## config.mk

```make
export PLATFORM = sky130hd
export DESIGN_NAME = bias_add_relu
export DESIGN_NICKNAME = d
export VERILOG_FILES = /design/src/rtl/bias_add_relu_pkg.sv /design/src/rtl/bias_sat_unit.sv /design/src/rtl/bias_add_relu.sv
export SDC_FILE = /design/constraint.sdc
export NUM_CORES = 1
export LEC_CHECK = 0
export ABC_AREA = 1
export CAP_MARGIN = 40
export CORE_MARGIN = 10
export CORE_UTILIZATION = 45
export CTS_CLUSTER_SIZE = 40
export DETAILED_ROUTE_END_ITERATION = 6
export PLACE_DENSITY = 0.69
export SETUP_SLACK_MARGIN = 0.05
export SYNTH_ARGS = -nofsm -noshare
export SYNTH_HDL_FRONTEND = slang
export SYNTH_HIERARCHICAL = 1
export SYNTH_SLANG_ARGS = --single-unit
```

## constraint.sdc

```tcl
create_clock -name clk -period 3.1 [get_ports clk]
set_input_delay 0.62 -clock clk [delete_from_list [all_inputs] [get_ports clk]]
set_output_delay 0.62 -clock clk [all_outputs]
set_load 0.02 [all_outputs]
```

## src/rtl/bias_add_relu_pkg.sv

```systemverilog
// Shared widths and FSM encoding for the bias/ReLU/requantise output stage.
package bias_add_relu_pkg;

  localparam int unsigned CNN_PARA_WIDTH = 16;
  localparam int unsigned CNN_ACC_WIDTH  = 32;
  localparam int unsigned CNN_OUT_WIDTH  = 16;
  localparam int unsigned CNN_ADDR_WIDTH = 5;

  typedef enum logic [2:0] {
    StIdle,
    StFetch,
    StLatch,
    StRun,
    StDone
  } state_e;

endpackage

```

## src/rtl/bias_sat_unit.sv

```systemverilog
// Combinational bias add, optional ReLU, arithmetic rescale and saturation to OUT_WIDTH.
module bias_sat_unit
  import bias_add_relu_pkg::*;
#(
  parameter int unsigned ACC_WIDTH  = CNN_ACC_WIDTH,
  parameter int unsigned PARA_WIDTH = CNN_PARA_WIDTH,
  parameter int unsigned OUT_WIDTH  = CNN_OUT_WIDTH,
  parameter int unsigned BIAS_SHIFT = 8,
  parameter int unsigned OUT_SHIFT  = 8,
  parameter bit          RELU_EN    = 1'b1
) (
  input  logic [ACC_WIDTH-1:0]  acc,
  input  logic [PARA_WIDTH-1:0] bias,
  output logic [OUT_WIDTH-1:0]  act
);

  // One guard bit keeps the add exact for any in-range accumulator and aligned bias.
  localparam int unsigned SumWidth = ACC_WIDTH + 1;

  logic signed [SumWidth-1:0] acc_ext;
  logic signed [SumWidth-1:0] bias_sx;
  logic signed [SumWidth-1:0] bias_ext;
  logic signed [SumWidth-1:0] sum;
  logic signed [SumWidth-1:0] sum_relu;
  logic signed [SumWidth-1:0] shifted;
  logic                       sat_hi;
  logic                       sat_lo;

  always_comb begin
    acc_ext  = {acc[ACC_WIDTH-1], acc};
    bias_sx  = {{(SumWidth - PARA_WIDTH){bias[PARA_WIDTH-1]}}, bias};
    bias_ext = bias_sx <<< BIAS_SHIFT;
    sum      = acc_ext + bias_ext;
    sum_relu = (RELU_EN && sum[SumWidth-1]) ? '0 : sum;
    shifted  = sum_relu >>> OUT_SHIFT;

    // In range only when every bit above the output sign bit matches the sign.
    sat_hi = !shifted[SumWidth-1] && (|shifted[SumWidth-2:OUT_WIDTH-1]);
    sat_lo = shifted[SumWidth-1] && !(&shifted[SumWidth-2:OUT_WIDTH-1]);

    if (sat_hi) begin
      act = {1'b0, {(OUT_WIDTH - 1){1'b1}}};
    end else if (sat_lo) begin
      act = {1'b1, {(OUT_WIDTH - 1){1'b0}}};
    end else begin
      act = shifted[OUT_WIDTH-1:0];
    end
  end

endmodule

```

## src/rtl/bias_add_relu.sv

```systemverilog
// Layer sequencer: fetches one bias per channel from bias_rom and streams quantised
// activations through a single-entry output register under valid/ready.
module bias_add_relu
  import bias_add_relu_pkg::*;
#(
  parameter int unsigned CH_NUM     = 16,
  parameter int unsigned PIX_NUM    = 64,
  parameter int unsigned ACC_WIDTH  = CNN_ACC_WIDTH,
  parameter int unsigned OUT_WIDTH  = CNN_OUT_WIDTH,
  parameter int unsigned BIAS_SHIFT = 8,
  parameter int unsigned OUT_SHIFT  = 8,
  parameter bit          RELU_EN    = 1'b1
) (
  input  logic                      clk,
  input  logic                      rst,
  input  logic                      start,
  output logic                      busy,
  output logic                      done,
  output logic                      rom_r_en,
  output logic [CNN_ADDR_WIDTH-1:0] rom_raddr,
  input  logic [CNN_PARA_WIDTH-1:0] rom_dout,
  input  logic                      in_valid,
  output logic                      in_ready,
  input  logic [ACC_WIDTH-1:0]      in_data,
  output logic                      out_valid,
  input  logic                      out_ready,
  output logic [OUT_WIDTH-1:0]      out_data,
  output logic                      out_last
);

  localparam int unsigned PixWidth = (PIX_NUM > 1) ? $clog2(PIX_NUM) : 1;
  localparam logic [PixWidth-1:0] PixLast = PixWidth'(PIX_NUM - 1);
  localparam logic [CNN_ADDR_WIDTH-1:0] ChLast = CNN_ADDR_WIDTH'(CH_NUM - 1);

  state_e                    state;
  logic [CNN_ADDR_WIDTH-1:0] ch;
  logic [PixWidth-1:0]       pix;
  logic [CNN_PARA_WIDTH-1:0] bias_reg;
  logic [OUT_WIDTH-1:0]      act;
  logic                      in_hs;
  logic                      out_hs;

  bias_sat_unit #(
    .ACC_WIDTH  (ACC_WIDTH),
    .PARA_WIDTH (CNN_PARA_WIDTH),
    .OUT_WIDTH  (OUT_WIDTH),
    .BIAS_SHIFT (BIAS_SHIFT),
    .OUT_SHIFT  (OUT_SHIFT),
    .RELU_EN    (RELU_EN)
  ) u_sat (
    .acc  (in_data),
    .bias (bias_reg),
    .act  (act)
  );

  // The output register may refill in the same cycle it drains.
  assign in_ready  = (state == StRun) && (!out_valid || out_ready);
  assign in_hs     = in_valid && in_ready;
  assign out_hs    = out_valid && out_ready;
  assign rom_raddr = ch;

  always_ff @(posedge clk or posedge rst) begin
    if (rst) begin
      state     <= StIdle;
      ch        <= '0;
      pix       <= '0;
      bias_reg  <= '0;
      busy      <= 1'b0;
      done      <= 1'b0;
      rom_r_en  <= 1'b0;
      out_valid <= 1'b0;
      out_data  <= '0;
      out_last  <= 1'b0;
    end else begin
      done     <= 1'b0;
      rom_r_en <= 1'b0;
      if (out_hs) begin
        out_valid <= 1'b0;
      end

      unique case (state)
        StIdle: begin
          if (start) begin
            state    <= StFetch;
            ch       <= '0;
            pix      <= '0;
            busy     <= 1'b1;
            rom_r_en <= 1'b1;
          end
        end
        StFetch: begin
          state <= StLatch;
        end
        StLatch: begin
          // The ROM output is only non-zero in the cycle after its enable.
          bias_reg <= rom_dout;
          state    <= StRun;
        end
        StRun: begin
          if (in_hs) begin
            out_valid <= 1'b1;
            out_data  <= act;
            out_last  <= (pix == PixLast);
            if (pix == PixLast) begin
              pix <= '0;
              if (ch < ChLast) begin
                ch       <= ch + CNN_ADDR_WIDTH'(1);
                state    <= StFetch;
                rom_r_en <= 1'b1;
              end else begin
                state <= StDone;
              end
            end else begin
              pix <= pix + PixWidth'(1);
            end
          end
        end
        StDone: begin
          if (!out_valid) begin
            done  <= 1'b1;
            busy  <= 1'b0;
            state <= StIdle;
          end
        end
        default: begin
          state <= StIdle;
        end
      endcase
    end
  end

endmodule

```

==> results by group, run 1 <==
Run status
  – Status: finished, final reports clean

Floorplan
  – Initial Util: 0.457
  – Die H: roughly 120 um
  – Core area: a little under 10,000 um2
  – Die Wd: 119 um
  – DIE AREA: 14,100 um2
  – I/O pins: 80
  – Row count: 36

Timing
  – # setup viols final: 0
  – RSZ-0062 raised after global routing: no
  – Final Critical Period: between 2 and 3 ns
  – Clock skew: between 0.009 and 0.01 ns
  – Crit share post-route: 0.916
  – Final slew viol count: 0
  – Final Hold Vio Count: 0
  – Max_slew headroom: 0.551
  – Highest Clock Rate: 352 MHz
  – Worst Tran Pin Value: between 0.6 and 0.7 ns
  – PnR worst setup slack: between 0.2 and 0.3 ns

Logic synthesis
  – Commonest cells in the synthesized netlist: nand2_1, inv_1, nand3_1
  – Largest cells by area after synthesis: dfrtp_1, nand2_1, ha_1
  – Mux cell area share after synthesis: 0.0486
  – Top_reg_cell synth: dfrtp_1
  – Most numerous cell in the Yosys netlist: nand2_1
  – Post-synthesis sequential element count: 51
  – Area share of fa/ha/maj cells after synthesis: 0.0785
  – Asr flop ratio synth: 1.00
  – Cell taking the most area after synthesis: dfrtp_1
  – Synth Area per Inst: 6.89 um2
  – Sequential-to-total area share from yosys stat: 0.290
  – Share of the synthesized area in the top cell type: 0.290
  – Number of distinct library cells after synthesis: between 40 and 50
  – Number of flops mapped to enable cells by yosys: 0
  – Synth Area in Simple Gates: 0.434
  – Syn_nets: about 720
  – Synth warn: 6
  – Synth Area in Compound Gates: 0.0466
  – Post-Synth XOR/XNOR Area: 0.00796
  – Main combinational cell family by area after synthesis: simple AND/OR/NAND/NOR gates
  – Cell count after synthesis: 639
  – Post-Syn Area: 4400 um2

CTS
  – Clock buffer count from CTS: 5
  – Root Buffer: clkbuf_8
  – Clock tree buffer depth: 2
  – H-tree levels: 2
  – CTS tree: built
  – CTS clk-pin slew, worst paths: ~0.09 ns
  – Worst skew pair latency: ~0.32 ns
  – Cts hold-fix bufs: 0
  – CTS sink cnt: 51

Layout
  – Reg area: between 1000 and 1500 um2
  – Antenna diodes: 0
  – Nets: between 800 and 900
  – Cell area after layout: approximately 5400 um2
  – Final core utilization: 0.564
  – Syn-to-layout area delta: 23.5%
  – Fin cells: between 800 and 900
  – Share of layout cells above drive strength 1: 0.131
  – Fillcell total: about 930
  – Multi-input logic area: between 2000 and 3000 um2

Worst setup path
  – Critical path arrival: 3.10 ns
  – Req. time, crit path: ~3.4 ns
  – Crit end category: register
  – Setup crit start kind: primary input
  – Crit Path Max Fanout: 15
  – Critical path type: primary input to register

Route
  – DR pass1 iterations: 6
  – Routed Antenna Nets: 0
  – Via Count: 4,211
  – DRT Wirelength: 11.5 mm
  – Routed len/inst: between 10 and 15 um
  – Detailed Route Iter0 Violations: ~270
  – DRC viols: 0
  – Routed vias/inst: 4.91

Power
  – PnR Total Power: roughly 0.0050 W
  – Worst vdd ir: approximately 0.00046 V
  – Leak pwr: between 2 and 3 nW
  – Power per cell area: roughly 900 nW/um2

GRT
  – Initial antenna violation count: 0
  – Grt ovf: 0
  – Vias in the first global route: between 4,000 and 5,000
  – Largest net degree at the start of global routing: 52
  – Global-route wire length before repair: about 20 mm
  – Total track usage: 0.162

Job
  – Maximum Capacitance Violations: 0

Min path
  – Type of the most critical hold path: register to register

Place
  – HPWL after DPL: between 9 and 10 mm
  – Cell Count Post-Placement: roughly 850
  – Placer Congestion: approximately 0.89
  – Place WS: -0.184 ns
  – I/O Buffers: 71
  – Dpl cell area: approximately 5300 um2
[per-stage QoR]
step | TNS, ns | hold WS (ns)
3_5_place_dp | -2.50 | 0.464
4_1_cts | 0 | 0.489
2_1_floorplan | 0 | 0.484
5_1_grt | 0 | 0.526
6_report | 0 | 0.481
3_3_place_gp | -1.81 | 0.466
[power breakdown]
group          switching (W)  leakage [nW]  internal (W)
Clock               0.000238        0.0440      0.000155
Sequential          0.000198         0.614      0.000916
Combinational        0.00201          2.19       0.00146
[cell families (layout without fill, tap and decap cells)]
group	Yosys count	count (layout)
and+or+nand+nor	414	415
buffers and inverters	95	179
DFF	51	51
AOI/OAI and AO/OA	31	31
adders and majority gates	27	27
muxes	16	16
xor gates and xnor gates	4	4
other	1	1
[area by class of cell]
| type | instances | share of cell area |
|---|---|---|
| tap | 133 | 0.0306 |
| clock inverter | 2 | 0.00253 |
| sequential | 51 | 0.235 |
| inverter | 86 | 0.0594 |
| timing repair buffer | 86 | 0.154 |
| clock buffer | 5 | 0.0127 |
| multi-input combinational | 494 | 0.506 |
[placed cells by master, fill, tap and decap left out, types with 2 or more instances in the layout]
| cell type | n |
|---|---|
| nand2_1 | 249 |
| inv_1 | 81 |
| clkdlybuf4s50_1 | 71 |
| nand3_1 | 59 |
| dfrtp_1 | 51 |
| nor2_1 | 39 |
| ha_1 | 26 |
| a21oi_1 | 15 |
| buf_4 | 14 |
| or2_2 | 10 |
| mux2_4 | 9 |
| nand2_2 | 9 |
| nand4_1 | 8 |
| mux2_2 | 7 |
| nand3_2 | 6 |
| nor3_1 | 6 |
| inv_2 | 5 |
| clkbuf_8 | 5 |
| nor2_2 | 5 |
| nand3b_1 | 5 |
| nor2_4 | 4 |
| nand2_4 | 4 |
| nand3_4 | 4 |
| xnor2_1 | 3 |
| o21ai_0 | 3 |
| o21ai_2 | 2 |
| a21oi_4 | 2 |
| o21ai_1 | 2 |
| a31oi_1 | 2 |
[repair_timing]
action	CTS	global route
gates resized for setup	0	6
endpoints found under the setup margin	0	15
setup buffers	0	1
endpoints found under the hold margin	0	0
[worst paths after layout]
check | startpoint | endpoint | slack, ns | cells past startpoint
worst max register to register | bias_reg[15] | out_data[4] | 0.53 | 13
worst max-delay path | in_data[8] | out_data[4] | 0.26 | 20
min in group asynchronous | rst | out_data[6] | 0.79 | 3
max in group asynchronous | rst | pix[5] | 1.86 | 3
worst min-delay path | out_data[2] | out_data[2] | 0.48 | 2
worst min register to register | out_data[2] | out_data[2] | 0.48 | 2
[routing by layer]
metal  share of wire  vias up  global-route usage
met5               0        -                   0
met4          0.0057        0              0.0313
met3           0.040        6              0.0335
met2            0.49       74               0.276
met1            0.47     1945               0.206
li1                -     2186                   -
[worst max-delay path, stage by stage]
cell             delay, ns
clkdlybuf4s50_1       0.47
ha_1                  0.16
inv_1                 0.05
fa_1                  0.37
inv_1                 0.10
nand3_1               0.07
nand3_1               0.11
nand2_1               0.07
nand2_2               0.07
nand2_1               0.07
nand2_1               0.11
nand2_2               0.08
nand2_1               0.10
nand2_2               0.11
nor2_4                0.12
nor2_4                0.04
buf_12                0.15
nand3_1               0.08
nand2_1               0.06
nand2_1               0.08
Note: power is estimated with default switching activity, not from simulation.
==> run 2: changes to the inputs <==
Settings changed: RECOVER_POWER set to 50.
==> results by group, run 2 (synthesis gave the netlist of run 1 again) <==
Layout
  – Fillcell total: 946 (+1.8%)
  – Share of layout cells above drive strength 1: 0.115 (-0.0166)
  – Commonest non-fill, non-tap cell in the layout: nand2_1
  – Most frequent cells in the layout: nand2_1, inv_1, clkdlybuf4s50_1
  – Multi-input logic area: 2700 um2 (-1.7%)
  – Syn-to-layout area delta: 22.4%
  – Fin cells: 857 (unchanged)
  – Cell area after layout: 5390 um2 (-0.92%)
  – Reg area: 1280 um2 (unchanged)
  – Final core utilization: 0.559 (-0.00519)
  – Nets: 804 (unchanged)
  – Antenna diodes: 0 (unchanged)

Worst setup path
  – Buffers & Inverters on Critical Path: 4 (unchanged)
  – Cell breakdown of the critical path: clkdlybuf4s50_1, ha_1, inv_1, fa_1, inv_1, nand3_1, nand3_1, nand2_1, nand2_2, nand2_1, nand2_1, nand2_2, nand2_1, nand2_2, nor2_4, nor2_4, buf_12, nand3_1, nand2_1, nand2_1
  – Req. time, crit path: 3.36 ns (about the same)
  – Reg-to-reg slack, setup: 0.53 ns (about the same)
  – Crit end category: register
  – Worst reg2reg path endpoint: out_data[4]
  – CP dominant cell by count: nand2_1
  – Critical path type: primary input to register
  – Cell family with the largest share of critical-path delay: simple AND/OR/NAND/NOR gates
  – Setup crit start kind: primary input
  – R2R depth: 13 (unchanged)
  – Worst R2R Start: bias_reg[15]
  – Critical path arrival: 3.10 ns (about the same)
  – Crit-path slowest cell: clkdlybuf4s50_1
  – Crit Path Max Fanout: 15 (unchanged)
  – Max stage delay on crit path: 0.47 ns (about the same)

Route
  – DR pass1 iterations: 5 (-1)
  – Routed len/inst: 13.4 um (-0.32%)
  – Detailed Route Iter0 Violations: 244 (-10%)
  – Routed Antenna Nets: 0 (unchanged)
  – Routed vias/inst: 4.90 (-0.28%)
  – Via Count: 4,199 (-0.28%)
  – DRC viols: 0 (unchanged)
  – DRT Wirelength: 11.5 mm (-0.32%)

Floorplan
  – DIE AREA: 14,100 um2 (unchanged)
  – I/O pins: 80 (unchanged)
  – Core area: 9640 um2 (unchanged)
  – Die Wd: 119 um (unchanged)
  – Die H: 119 um (unchanged)
  – Row count: 36 (unchanged)
  – Initial Util: 0.457 (unchanged)

Timing
  – Max_slew headroom: 0.143 (-0.407)
  – RSZ-0062 raised after global routing: no
  – # setup viols final: 0 (unchanged)
  – Clock skew: 0.0106 ns (+0.00151 ns)
  – WHS: 0.480 ns (-0.000386 ns)
  – Final slew viol count: 0 (unchanged)
  – Final Hold Vio Count: 0 (unchanged)
  – Crit share post-route: 0.916 (about the same)
  – Highest Clock Rate: 352 MHz (about the same)
  – Worst Tran Pin Value: 1.29 ns (+0.611 ns)
  – Final Critical Period: 2.84 ns (-0.000293 ns)

Power
  – Clock power share: 0.079 (about the same)
  – Worst vdd ir: 0.000467 V (+0.42%)
  – PnR Total Power: 0.00494 W (-0.82%)
  – Sequential Power Share: 0.225 (about the same)
  – Int Power: 0.00249 W (-1.4%)
  – Leak pwr: 2.80 nW (-1.5%)
  – Power per cell area: 917 nW/um2 (about the same)
  – Comb pwr share: 0.696 (about the same)
  – Net Switching: 0.00244 W (-0.20%)
  – Sw Ratio: 0.495 (+0.00307)

Job
  – Maximum Capacitance Violations: 0 (unchanged)

CTS
  – Root Buffer: clkbuf_8
  – CTS sink cnt: 51 (unchanged)
  – H-tree levels: 2 (unchanged)
  – Cts hold-fix bufs: 0 (unchanged)
  – CTS tree: built
  – CTS clk-pin slew, worst paths: 0.09 ns (about the same)
  – Worst skew pair latency: 0.32 ns (about the same)
  – Clock buffer count from CTS: 5 (unchanged)
  – Clock tree buffer depth: 2 (unchanged)

Place
  – I/O Buffers: 71 (unchanged)
  – Cell Count Post-Placement: 848 (unchanged)
  – Dpl cell area: 5300 um2 (unchanged)
  – HPWL after DPL: 9.27 mm (unchanged)
  – Placer Congestion: 0.890 (unchanged)

Min path
  – Worst Hold End: out_data[2]
  – Type of the most critical hold path: register to register
  – Hold path startpoint: out_data[2]
  – Worst hold stages: 2 (unchanged)

GRT
  – Global-route wire length before repair: 19.5 mm (unchanged)
  – Vias in the first global route: 4,101 (unchanged)
  – Total track usage: 0.162 (unchanged)
  – Largest net degree at the start of global routing: 52 (unchanged)
  – Grt ovf: 0 (unchanged)
  – Initial antenna violation count: 0 (unchanged)

Run status
  – Status: finished, final reports clean
-- run 2: metal layers --
layer  vias to the layer above  global-route usage  part of all wire
li1                       2185                   -                 -
met3                         7              0.0335             0.033
met1                      1944               0.206              0.47
met5                         -                   0                 0
met4                         0              0.0313            0.0058
met2                        63               0.276              0.49
-- run 2: power by group through the flow --
| stage | combinational [W] | sequential, W | clock, W |
|---|---|---|---|
| after floorplan | 0.00230 | 0.00123 | 0 |
| after global placement | 0.00331 | 0.00112 | 0 |
| after detailed placement | 0.00336 | 0.00113 | 0 |
| after CTS | 0.00338 | 0.00112 | 0.000402 |
| after global routing | 0.00390 | 0.00115 | 0.000424 |
| final | 0.00344 | 0.00111 | 0.000391 |
-- run 2: stage by stage --
stage / TNS [ns] / worst slack [ns]
after global placement: -1.81 / -0.133
after floorplan: 0 / 0.522
final: 0 / 0.262
after global routing: 0 / 0.0611
after CTS: 0 / 0.150
after detailed placement: -2.50 / -0.184
-- run 2: final cells by class --
cell class / instances / share of cell area
inverter: 86 / 0.0599
tap: 133 / 0.0309
multi-input combinational: 494 / 0.502
sequential: 51 / 0.237
timing repair buffer: 86 / 0.155
clock buffer: 5 / 0.0128
clock inverter: 2 / 0.00256
-- run 2: worst max-delay path by stage --
stage | startpoint | endpoint | slack, ns | cells after the start
after global placement | in_data[8] | out_data[8] | -0.13 | 18
after global routing | in_data[8] | out_data[11] | 0.06 | 19
after CTS | in_data[8] | out_data[8] | 0.15 | 18
final | in_data[8] | out_data[4] | 0.26 | 20
after detailed placement | in_data[8] | out_data[12] | -0.18 | 18
after floorplan | in_data[8] | out_data[10] | 0.52 | 18
-- run 2: timing repair --
item	CTS	global route
gates resized for setup	0	6
endpoints found under the setup margin	0	15
setup buffers	0	1
endpoints found under the hold margin	0	0
-- run 2: worst register-to-register path, delay by kind of cell (launching register included) --
family,cells,cell delay [ns]
AO/OA/AOI/OAI,2,0.53
AND/OR/NAND/NOR,9,0.80
buffers and inverters,1,0.15
adder cells (fa/ha/maj),1,0.45
flip-flops,1,0.52
==> run 3: changes to the inputs <==
Clock period 3.1 ns to 3.3 ns, I/O delays scaled along.
==> results by group, run 3 (synthesis gave the netlist of run 1 again) <==
Run status
  – Status: finished, final reports clean

Floorplan
  – Core area: 9640 um2 (unchanged)
  – Initial Util: 0.457 (unchanged)
  – Row count: 36 (unchanged)
  – Die Wd: 119 um (unchanged)
  – DIE AREA: 14,100 um2 (unchanged)
  – Die H: 119 um (unchanged)
  – I/O pins: 80 (unchanged)

Timing
  – Highest Clock Rate: 341 MHz
  – Crit share post-route: 0.890
  – PnR worst setup slack: 0.364 ns (+0.102 ns)
  – Final Critical Period: around 2.9 ns
  – Worst Tran Pin Value: 1.20 ns (-0.0860 ns)
  – Clock skew: 0.0129 ns (+0.00237 ns)
  – Max_slew headroom: 0.199 (+0.0565)
  – # setup viols final: 0 (unchanged)
  – RSZ-0062 raised after global routing: no
  – Final slew viol count: 0 (unchanged)
  – Setup TNS: 0 ns (unchanged)
  – Final Hold Vio Count: 0 (unchanged)

Job
  – Maximum Capacitance Violations: 0 (unchanged)

Route
  – Via Count: 4,217 (+0.43%)
  – DR pass1 iterations: 4 (-1)
  – Routed len/inst: 13.2 um (-1.1%)
  – Routed Antenna Nets: 0 (unchanged)
  – Detailed Route Iter0 Violations: 206 (-16%)
  – DRC viols: 0 (unchanged)
  – DRT Wirelength: 11.3 mm (-1.7%)
  – Routed vias/inst: 4.95 (+1.0%)

CTS
  – Clock tree buffer depth: 2 (unchanged)
  – Cts hold-fix bufs: 0 (unchanged)
  – Post-CTS Setup Inserts: 0 (unchanged)
  – Cts repair resizes: 0 (unchanged)
  – Root Buffer: clkbuf_8
  – Clock buffer count from CTS: 5 (unchanged)
  – CTS tree: built
  – CTS clk-pin slew, worst paths: 0.09 ns (about the same)
  – CTS sink cnt: 51 (unchanged)
  – Worst skew pair latency: 0.30 ns (-0.02 ns)
  – H-tree levels: 2 (unchanged)

Layout
  – Multi-input logic area: 2660 um2 (-1.5%)
  – Syn-to-layout area delta: 21.1%
  – Nets: 799 (-0.62%)
  – Commonest non-fill, non-tap cell in the layout: nand2_1
  – Share of layout cells above drive strength 1: 0.102 (-0.0131)
  – Antenna diodes: 0 (unchanged)
  – Reg area: 1280 um2 (unchanged)
  – Fin cells: 852 (-0.58%)
  – Most frequent cells in the layout: nand2_1, inv_1, clkdlybuf4s50_1
  – Fillcell total: 987 (+4.3%)

GRT
  – Initial antenna violation count: 0 (unchanged)
  – Vias in the first global route: 4,105 (+0.098%)
  – Total track usage: 0.160 (-0.00169)
  – Grt ovf: 0 (unchanged)
  – Largest net degree at the start of global routing: 31 (-40%)
  – Global-route wire length before repair: 19.4 mm (-0.53%)

Worst setup path
  – Crit Path Max Fanout: 15 (unchanged)
  – Cell breakdown of the critical path: clkdlybuf4s50_1, ha_1, inv_1, fa_1, inv_1, nand3_1, nand3_1, nand2_1, nand2_2, nand2_1, nand2_1, nand2_1, nand2_1, nand2_1, nor2_1, nand2_1, nand2_4, nand3_1, nand2_1, nand2_1
  – R2R depth: 16 (+3)
  – Crit end category: register
  – Max stage delay on crit path: 0.46 ns (about the same)
  – Critical path type: primary input to register
  – Worst R2R Start: bias_reg[15]
  – Setup crit start kind: primary input
  – CP dominant cell by count: nand2_1
  – Crit-path slowest cell: clkdlybuf4s50_1
  – Critical path arrival: 3.13 ns (+0.03 ns)
  – Critical Path Start: in_data[8]
  – Req. time, crit path: 3.50 ns (+0.14 ns)
  – Worst reg2reg path endpoint: out_data[12]
  – Reg-to-reg slack, setup: 0.72 ns (+0.19 ns)

Min path
  – Hold path startpoint: out_data[1]
  – Type of the most critical hold path: register to register
  – Worst Hold End: out_data[1]
  – Worst hold stages: 2 (unchanged)

Power
  – Worst vdd ir: 0.000309 V (-34%)
  – PnR Total Power: 0.00459 W (-7.0%)
  – Leak pwr: 2.78 nW (-0.99%)
  – Power per cell area: 862 nW/um2 (-6.0%)

Place
  – HPWL after DPL: 9.23 mm (-0.36%)
  – Place WS: 0.0239 ns (+0.208 ns)
  – I/O Buffers: 71 (unchanged)
  – Cell Count Post-Placement: 845 (-0.35%)
  – Placer Congestion: 0.939 (+5.6%)
-- run 3: changes by cell type in the layout (fill, tap and decap cells not counted), sizes merged --
cell	delta
dlygate4sd3	+1
clkinv	-3
inv	+1
nand2	-1
clkdlybuf4s50	-1
buf	-5
clkbuf	+2
bufinv	+1
-- run 3: cell type report --
class / instances / area share
clock buffers: 6 / 0.0136
clock inverters: 1 / 0.00564
inverters: 86 / 0.0606
multi-input cells: 493 / 0.500
flip-flops and latches: 51 / 0.239
well taps: 133 / 0.0312
repair buffers: 82 / 0.150
-- run 3: worst max-delay path by stage --
stage / to / slack [ns] / depth (start not counted)
2_1_floorplan: out_data[10] / 0.68 / 18
3_3_place_gp: out_data[8] / 0.07 / 20
3_5_place_dp: out_data[12] / 0.02 / 20
4_1_cts: out_data[12] / 0.33 / 20
5_1_grt: out_data[4] / 0.13 / 20
6_report: out_data[12] / 0.36 / 20
-- run 3: worst max-delay path: cells and delay by family --
kind	cells	cell delay, ns
fa+ha+maj	2	0.55
simple gates	15	1.31
buf+inv	3	0.60
-- run 3: layer usage --
layer	vias to the layer above	share of wire	GRT usage
li1	2180	-	-
met1	1946	0.48	0.212
met2	84	0.48	0.273
met3	7	0.036	0.0246
met4	0	0.0062	0.0252
met5	-	0	0
-- run 3: stage by stage --
stage / hold slack (ns) / util / cell area (um2)
floorplan: 0.484 / - / 4400
global placement: 0.465 / 0.548 / 5290
detailed placement: 0.466 / 0.548 / 5290
CTS: 0.489 / 0.559 / 5390
global route: 0.524 / 0.553 / 5330
finish: 0.482 / 0.553 / 5330
-- run 3: where the power goes --
group          switching, W  internal, W  total [W]  leakage [nW]
registers          0.000183     0.000860    0.00104         0.614
logic               0.00184      0.00128    0.00312          2.11
clock network      0.000211     0.000223   0.000434        0.0513
total               0.00223      0.00236    0.00459          2.78
